File: src/rtl/multimode_counter_if.sv
// Control and status bundle for multimode_counter: the controller drives
// the strobes and configuration, the counter returns count, tc and done.
interface multimode_counter_if #(
  parameter int WIDTH = 9,
  parameter int PRE_W = 4
);
  logic             en;
  logic             load_en;
  logic [WIDTH-1:0] load_data;
  logic             dir;
  logic [1:0]       mode;
  logic [PRE_W-1:0] prescale;
  logic [WIDTH-1:0] count;
  logic             tc;
  logic             done;

  modport master (
    output en, load_en, load_data, dir, mode, prescale,
    input  count, tc, done
  );

  modport slave (
    input  en, load_en, load_data, dir, mode, prescale,
    output count, tc, done
  );
endinterface

File: src/rtl/multimode_counter.sv
// Loadable up/down timer with prescaler and wrap/saturate/auto-reload/
// one-shot terminal-count handling; all outputs come straight from flops.
module multimode_counter #(
  parameter int WIDTH = 9,
  parameter int PRE_W = 4
) (
  input  logic               clk,
  input  logic               rst_n,
  multimode_counter_if.slave bus
);

  localparam logic [1:0] MODE_WRAP     = 2'b00;
  localparam logic [1:0] MODE_SATURATE = 2'b01;
  localparam logic [1:0] MODE_RELOAD   = 2'b10;
  localparam logic [1:0] MODE_ONESHOT  = 2'b11;

  logic [WIDTH-1:0] count_q;
  logic [WIDTH-1:0] reload_q;
  logic [PRE_W-1:0] p_q;
  logic             tc_q;
  logic             done_q;

  logic             advance;
  logic             tick;
  logic [WIDTH-1:0] term;
  logic [WIDTH-1:0] stepped;

  // NOTE: every signal written here gets a value on every path, so no latch is inferred.
  always_comb begin
    advance = bus.en && !bus.load_en && !done_q;
    tick    = advance && (p_q == bus.prescale);
    term    = {WIDTH{bus.dir}};
    stepped = bus.dir ? count_q + WIDTH'(1) : count_q - WIDTH'(1);
  end

  // NOTE: sequential state uses non-blocking assignments so every flop samples pre-edge values.
  always_ff @(posedge clk or negedge rst_n) begin
    if (!rst_n) begin
      count_q  <= '0;
      reload_q <= '0;
      p_q      <= '0;
      tc_q     <= 1'b0;
      done_q   <= 1'b0;
    end else if (bus.load_en) begin
      count_q  <= bus.load_data;
      reload_q <= bus.load_data;
      p_q      <= '0;
      tc_q     <= 1'b0;
      done_q   <= 1'b0;
    end else begin
      tc_q <= 1'b0;
      if (advance) begin
        p_q <= tick ? '0 : p_q + PRE_W'(1);
      end
      if (tick) begin
        if (count_q != term) begin
          count_q <= stepped;
        end else begin
          tc_q <= 1'b1;
          unique case (bus.mode)
            MODE_WRAP:     count_q <= stepped;
            MODE_SATURATE: done_q  <= 1'b1;
            MODE_RELOAD:   count_q <= reload_q;
            MODE_ONESHOT: begin
              count_q <= reload_q;
              done_q  <= 1'b1;
            end
            default:       count_q <= count_q;
          endcase
        end
      end
    end
  end

  assign bus.count = count_q;
  assign bus.tc    = tc_q;
  assign bus.done  = done_q;

endmodule

File: src/flat_wrapper.sv
// flat-port wrapper written by rule: the top's interface ports become plain ports
module multimode_counter_flat 
#(
  parameter int WIDTH = 9,
  parameter int PRE_W = 4
)
  (clk, rst_n, bus_en, bus_load_en, bus_load_data, bus_dir, bus_mode, bus_prescale, bus_count, bus_tc, bus_done);
  multimode_counter_if #(.WIDTH(WIDTH), .PRE_W(PRE_W)) bus_i ();
  input  logic clk;
  input  logic rst_n;
  input wire logic [$bits(bus_i.en)-1:0] bus_en;
  input wire logic [$bits(bus_i.load_en)-1:0] bus_load_en;
  input wire logic [$bits(bus_i.load_data)-1:0] bus_load_data;
  input wire logic [$bits(bus_i.dir)-1:0] bus_dir;
  input wire logic [$bits(bus_i.mode)-1:0] bus_mode;
  input wire logic [$bits(bus_i.prescale)-1:0] bus_prescale;
  output wire logic [$bits(bus_i.count)-1:0] bus_count;
  output wire logic [$bits(bus_i.tc)-1:0] bus_tc;
  output wire logic [$bits(bus_i.done)-1:0] bus_done;
  assign bus_i.en = bus_en;
  assign bus_i.load_en = bus_load_en;
  assign bus_i.load_data = bus_load_data;
  assign bus_i.dir = bus_dir;
  assign bus_i.mode = bus_mode;
  assign bus_i.prescale = bus_prescale;
  assign bus_count = bus_i.count;
  assign bus_tc = bus_i.tc;
  assign bus_done = bus_i.done;
  multimode_counter #(.WIDTH(WIDTH), .PRE_W(PRE_W)) u_core (.clk(clk), .rst_n(rst_n), .bus(bus_i));
endmodule
File: config.mk
export PLATFORM = sky130hd
export DESIGN_NAME = multimode_counter_flat
export DESIGN_NICKNAME = d
export VERILOG_FILES = /design/src/rtl/multimode_counter_if.sv /design/src/rtl/multimode_counter.sv /design/src/flat_wrapper.sv
export SDC_FILE = /design/constraint.sdc
export NUM_CORES = 1
export LEC_CHECK = 0
export BUFFER_PORTS_ARGS = -buffer_cell sky130_fd_sc_hd__buf_2
export CAP_MARGIN = 20
export CORE_MARGIN = 5
export CORE_UTILIZATION = 45
export CTS_CLUSTER_DIAMETER = 50
export DETAILED_ROUTE_END_ITERATION = 6
export GPL_ROUTABILITY_DRIVEN = 0
export GPL_TIMING_DRIVEN = 0
export PLACE_DENSITY_LB_ADDON = 0.1
export SETUP_SLACK_MARGIN = 0.02
export SYNTH_ARGS = -nofsm -noshare
export SYNTH_HDL_FRONTEND = slang
export SYNTH_SLANG_ARGS = --single-unit
File: constraint.sdc
create_clock -name clk -period 5.3 [get_ports clk]
set_input_delay 1.06 -clock clk [delete_from_list [all_inputs] [get_ports clk]]
set_output_delay 1.06 -clock clk [all_outputs]
set_load 0.01 [all_outputs]
# Yosys cells after proc, flatten, opt, wreduce, memory -nomap -nowiden

Index checks and enable logic that the tools add are counted.

Bits in registers: 24
Input bits: 20
Output and inout bits: 11

Add/sub/neg operators: 3
Eq/ne operators: 6
Mux-type cells: 15
Reductions and logical operators: 14

Operators by type and width:

| kind                | number |
|---|---|
| $mux 9              | 4 |
| $pmux 9 s2          | 1 |
| $mux 4              | 3 |
| $add 9x1->9 const B | 1 |
| $ne 9x9->1          | 1 |
| $sub 9x1->9 const B | 1 |
| $mux 1              | 7 |
| $reduce_bool 2->1   | 3 |
| $add 4x1->4 const B | 1 |
| $eq 2x2->1 const B  | 2 |
| $eq 4x4->1          | 1 |
| $reduce_bool 4->1   | 1 |
| $reduce_or 2->1     | 2 |
| $logic_and 1x1->1   | 3 |
| $reduce_and 3->1    | 1 |
| $eq 2x1->1 const B  | 1 |
| $logic_not 1->1     | 2 |
| $logic_not 2->1     | 1 |
| $ne 2x2->1 const B  | 1 |
| $reduce_and 2->1    | 1 |

# Longest topological paths before layout

Depth in word-level cells: 7
Depth in mapped cells: 9
Mapped depth without buffers: 8

# Worst setup path before layout

Ideal clock, no wire load.

Kind: input port to flip-flop
Start point: input port bus_dir
End point: register u_core.count_q[8], in the netlist u_core.bus.count[8]
Setup time: 0.124 ns
Arrival time: 2.903 ns
Required time: 5.176 ns
Path slack: 2.273 ns
Stages: 8
Path buffers: 0
Cell sequence: inv_1 > ha_1 > and3_4 > a221oi_2 > mux2i_1 > nand3_1 > a21o_1 > a211o_1

Word-level cells in the longest chain between the ends: 5

RTL lines:

| what                 | RTL line                | text |
|---|---|---|
| from (decl)          | flat_wrapper.sv:14      | `input wire logic [$bits(bus_i.dir)-1:0] bus_dir;` |
| $mux 9               | multimode_counter.sv:33 | `stepped = bus.dir ? count_q + WIDTH'(1) : count_q - WIDTH'(1);` |
| $pmux 9 s2           | multimode_counter.sv:60 | `unique case (bus.mode)` |
| $mux 9               | multimode_counter.sv:56 | `if (count_q != term) begin` |
| $mux 9               | multimode_counter.sv:55 | `if (tick) begin` |
| $mux 9               | multimode_counter.sv:44 | `end else if (bus.load_en) begin` |
| to (signal assigned) | multimode_counter.sv:45 | `count_q <= bus.load_data;` |
| to (signal assigned) | multimode_counter.sv:57 | `count_q <= stepped;` |
| to (signal assigned) | multimode_counter.sv:61 | `MODE_WRAP: count_q <= stepped;` |
| to (decl)            | multimode_counter.sv:17 | `logic [WIDTH-1:0] count_q;` |

Several ways; a longest one is shown, not always the timed one. The select of a mux whose other input is x is not followed.
A chain may end at the register's enable or synchronous reset.

# Final worst setup path

Ends and elaborated chain as after synthesis.

==> results by group <==
Outcome
  – Status: finished, final reports clean

Synthesis
  – Synthesis Warnings: 0
  – Synth top area share: ~38%
  – Leading area contributor after synthesis: dfrtp_1
  – Async set or reset register ratio after synthesis: 100.0%
  – Syn Inst Count: roughly 160
  – Most frequent cell after synthesis: dfrtp_1
  – Most frequent cells after synthesis: dfrtp_1 (24), nand2_1 (14), a21oi_1 (10), inv_1 (10), o21ai_0 (10)
  – Synth area leaders: dfrtp_1 (38%), mux2_2 (6.3%), ha_1 (6.3%), nand2_1 (3.3%), xnor2_1 (3.3%)
  – Cell Area, Synth: 1599 sq um
  – Post-synthesis cell type count: 46
  – Main synth FF type: dfrtp_1
  – Syn Area/Cell: between 9 and 10 sq um
  – Number of synthesized flops with an enable pin: 0
  – Seq cells post-synth: 24
  – Sequential area share after synthesis: 37.56%
  – Syn nets: 190

Clock tree
  – Clock transition at the registers of the reported paths: around 120 ps
  – Max Root-Sink Buffers: 2
  – Cts hold-fix bufs: 0
  – Post_cts resized: 0
  – Post-CTS setup buffer count: 0
  – Clock root cell: clkbuf_4
  – H-tree lvl count: 1
  – TritonCTS sink count: 24
  – Clock latency on the worst-skew pair: 310 ps
  – TritonCTS buffer count: 3
  – CTS tree: yes

Place
  – PortBufs: 29
  – Cells after DPL: around 240
  – DPL Wire Length: around 2800 microns

STA
  – Worst Max-Slew Pin Slew: slightly below 600 ps
  – Final setup violation count: 0
  – Final Critical Period: a little over 3000 ps
  – RSZ-0062 raised after global routing: false
  – Worst slew margin: 60.29%
  – Hold Fails Final Rpt: 0
  – Worst Skew: approximately 4.8 ps
  – Total negative setup slack: 0 ps
  – Crit share post-route: between 50 and 60%
  – Max-slew violations: 0
  – Max Fclk: about 0.33 GHz

Die
  – Die height: ~70 microns
  – Rows: 21
  – Width of the chip: between 60 and 70 microns
  – Initial Util: approximately 47%
  – DIE AREA: a little under 5000 sq um
  – IO Pins: 31
  – Core Area: approximately 3400 sq um

Layout
  – Share of layout cells above drive strength 1: approximately 29%
  – Nets@finish: around 220
  – Area grow syn2layout: 14.08%
  – Antenna Diode Count: 0
  – Seq. cell area: 600.6 sq um
  – Filler cells: 306
  – Area of the multi-input gates: 919.6 sq um
  – Fin cells: roughly 240

Setup path
  – CP cell instances: buf_2 -> inv_1 -> ha_1 -> a21o_1 -> a221oi_2 -> mux2i_1 -> nand3_1 -> a21o_1 -> a211o_1
  – Startpoint type of the worst setup path: input port
  – Critical path class: in2reg
  – Critical Path Most Common Cell: a21o_1
  – Critical Path Fanout Max: 14
  – Crit. End Element: register
  – Slowest-stage cell, CP: ha_1
  – Critical Path AT: approximately 3300 ps
  – Max incr delay on CP: approximately 370 ps
  – CP required: roughly 5500 ps

Drt
  – Vias/cell: 5.464
  – DR vias: between 1000 and 1500
  – DR pass1 iterations: 6
  – Drt initial violations: 58
  – Final routed wire length divided by cell count: roughly 15 microns
  – Final antenna-violating net count: 0
  – DRT Wirelength: 3597 microns
  – Remaining DRCs: 0

Run
  – MaxCap Viol Count: 0

Global route
  – Vias in the first global route: between 1000 and 1500
  – Initial antenna violation count: 0
  – GRT overflow: 0
  – Largest net degree at the start of global routing: 25
  – First-pass GRT wire length: just over 6000 microns
  – GRT Total Usage: 15.38%

Power and ir drop
  – Gate power share: between 40% and 50%
  – PD cells: 297.2 nW/um^2
  – Clock power share: 14.6%
  – Switching part of the total: approximately 36%
  – Net Switching: 0.1956 mW
  – IR drop worst, VDD: between 0.00015 and 0.0002 V
  – Cell leakage power: 0.8836 nW
  – Pint: around 0.35 mW
  – Flop pwr share: 42.8%

Worst hold path
  – Hold WC Path Type: reg2reg
[kinds of logic after synthesis]
logic type	Yosys count	share of synthesized area, %
xor gates and xnor gates	9	4.930
buffers and inverters	16	4.930
muxes	14	9.468
DFF	24	37.56
adders and majority gates	9	7.512
and+or+nand+nor	47	16.82
AOI/OAI and AO/OA	42	18.78
[routing by layer]
| metal | GRT usage (%) | routed length (microns) | vias to the layer above |
|---|---|---|---|
| met5 | 0 | 0 | - |
| met4 | 4.255 | 20 | 0 |
| met3 | 2.464 | 150 | 2 |
| met2 | 27.65 | 1810 | 25 |
| met1 | 18.88 | 1615 | 628 |
| li1 | - | - | 651 |
[through the flow]
step	setup slack [ps]	instance area [sq um]	power (mW)	hold slack, ps	util [%]
floorplan	2273	1599	0.4039	475.3	-
global placement	1950	1802	0.4614	487.3	53.16
detailed placement	1919	1802	0.4686	497.3	53.16
CTS	2264	1824	0.5525	529.4	53.82
global route	2079	1824	0.5901	546.1	53.82
finish	2235	1824	0.5421	520.5	53.82
[sequential cells by signal, indices dropped and copies added (netlist names)]
register	flops
u_core.reload_q	9
u_core.bus.count	9
u_core.bus.done	1
u_core.bus.tc	1
u_core.p_q	4
[area by class of cell]
cell class | count | area share (%)
Buffer | 5 | 2.058
Clock buffer | 3 | 1.235
Inverter | 11 | 2.263
Multi-Input combinational cell | 121 | 50.41
Sequential cell | 24 | 32.92
Tap cell | 46 | 3.155
Timing Repair Buffer | 29 | 7.956
[layout by cell type, fill, tap and decap left out, drive strengths merged, types with 6 or more instances in the layout]
| master | n |
|---|---|
| buf | 32 |
| xnor2 | 6 |
| nor3 | 8 |
| nor2 | 8 |
| mux2 | 9 |
| o21ai | 11 |
| nand2 | 14 |
| ha | 8 |
| dfrtp | 24 |
| a21oi | 10 |
| inv | 10 |
[worst max-delay path, delay by kind of cell]
kind	cells	cell delay, ps
fa+ha+maj	1	370
buf+inv	2	460
mux	1	220
simple gates	1	110
compound gates	4	1050
[worst paths after layout]
| kind | startpoint | end | slack, ps | cells after the start |
|---|---|---|---|---|
| max | bus_dir | u_core.bus.count[8] | 2240 | 9 |
| min | u_core.reload_q[4] | u_core.reload_q[4] | 520 | 1 |
| max reg2reg | u_core.bus.count[0] | u_core.bus.count[8] | 2880 | 7 |
| min reg2reg | u_core.reload_q[4] | u_core.reload_q[4] | 520 | 1 |
| max in group asynchronous | rst_n | u_core.reload_q[4] | 4210 | 1 |
| min in group asynchronous | rst_n | u_core.reload_q[2] | 720 | 1 |
[power groups by stage]
stage	Combinational [mW]	Sequential, mW	Clock, mW
floorplan	0.164	0.240	0
global placement	0.227	0.235	0
detailed placement	0.232	0.236	0
CTS	0.233	0.233	0.0867
global route	0.261	0.237	0.0920
finish	0.231	0.232	0.0789
Power figures use the tool's default switching activity.
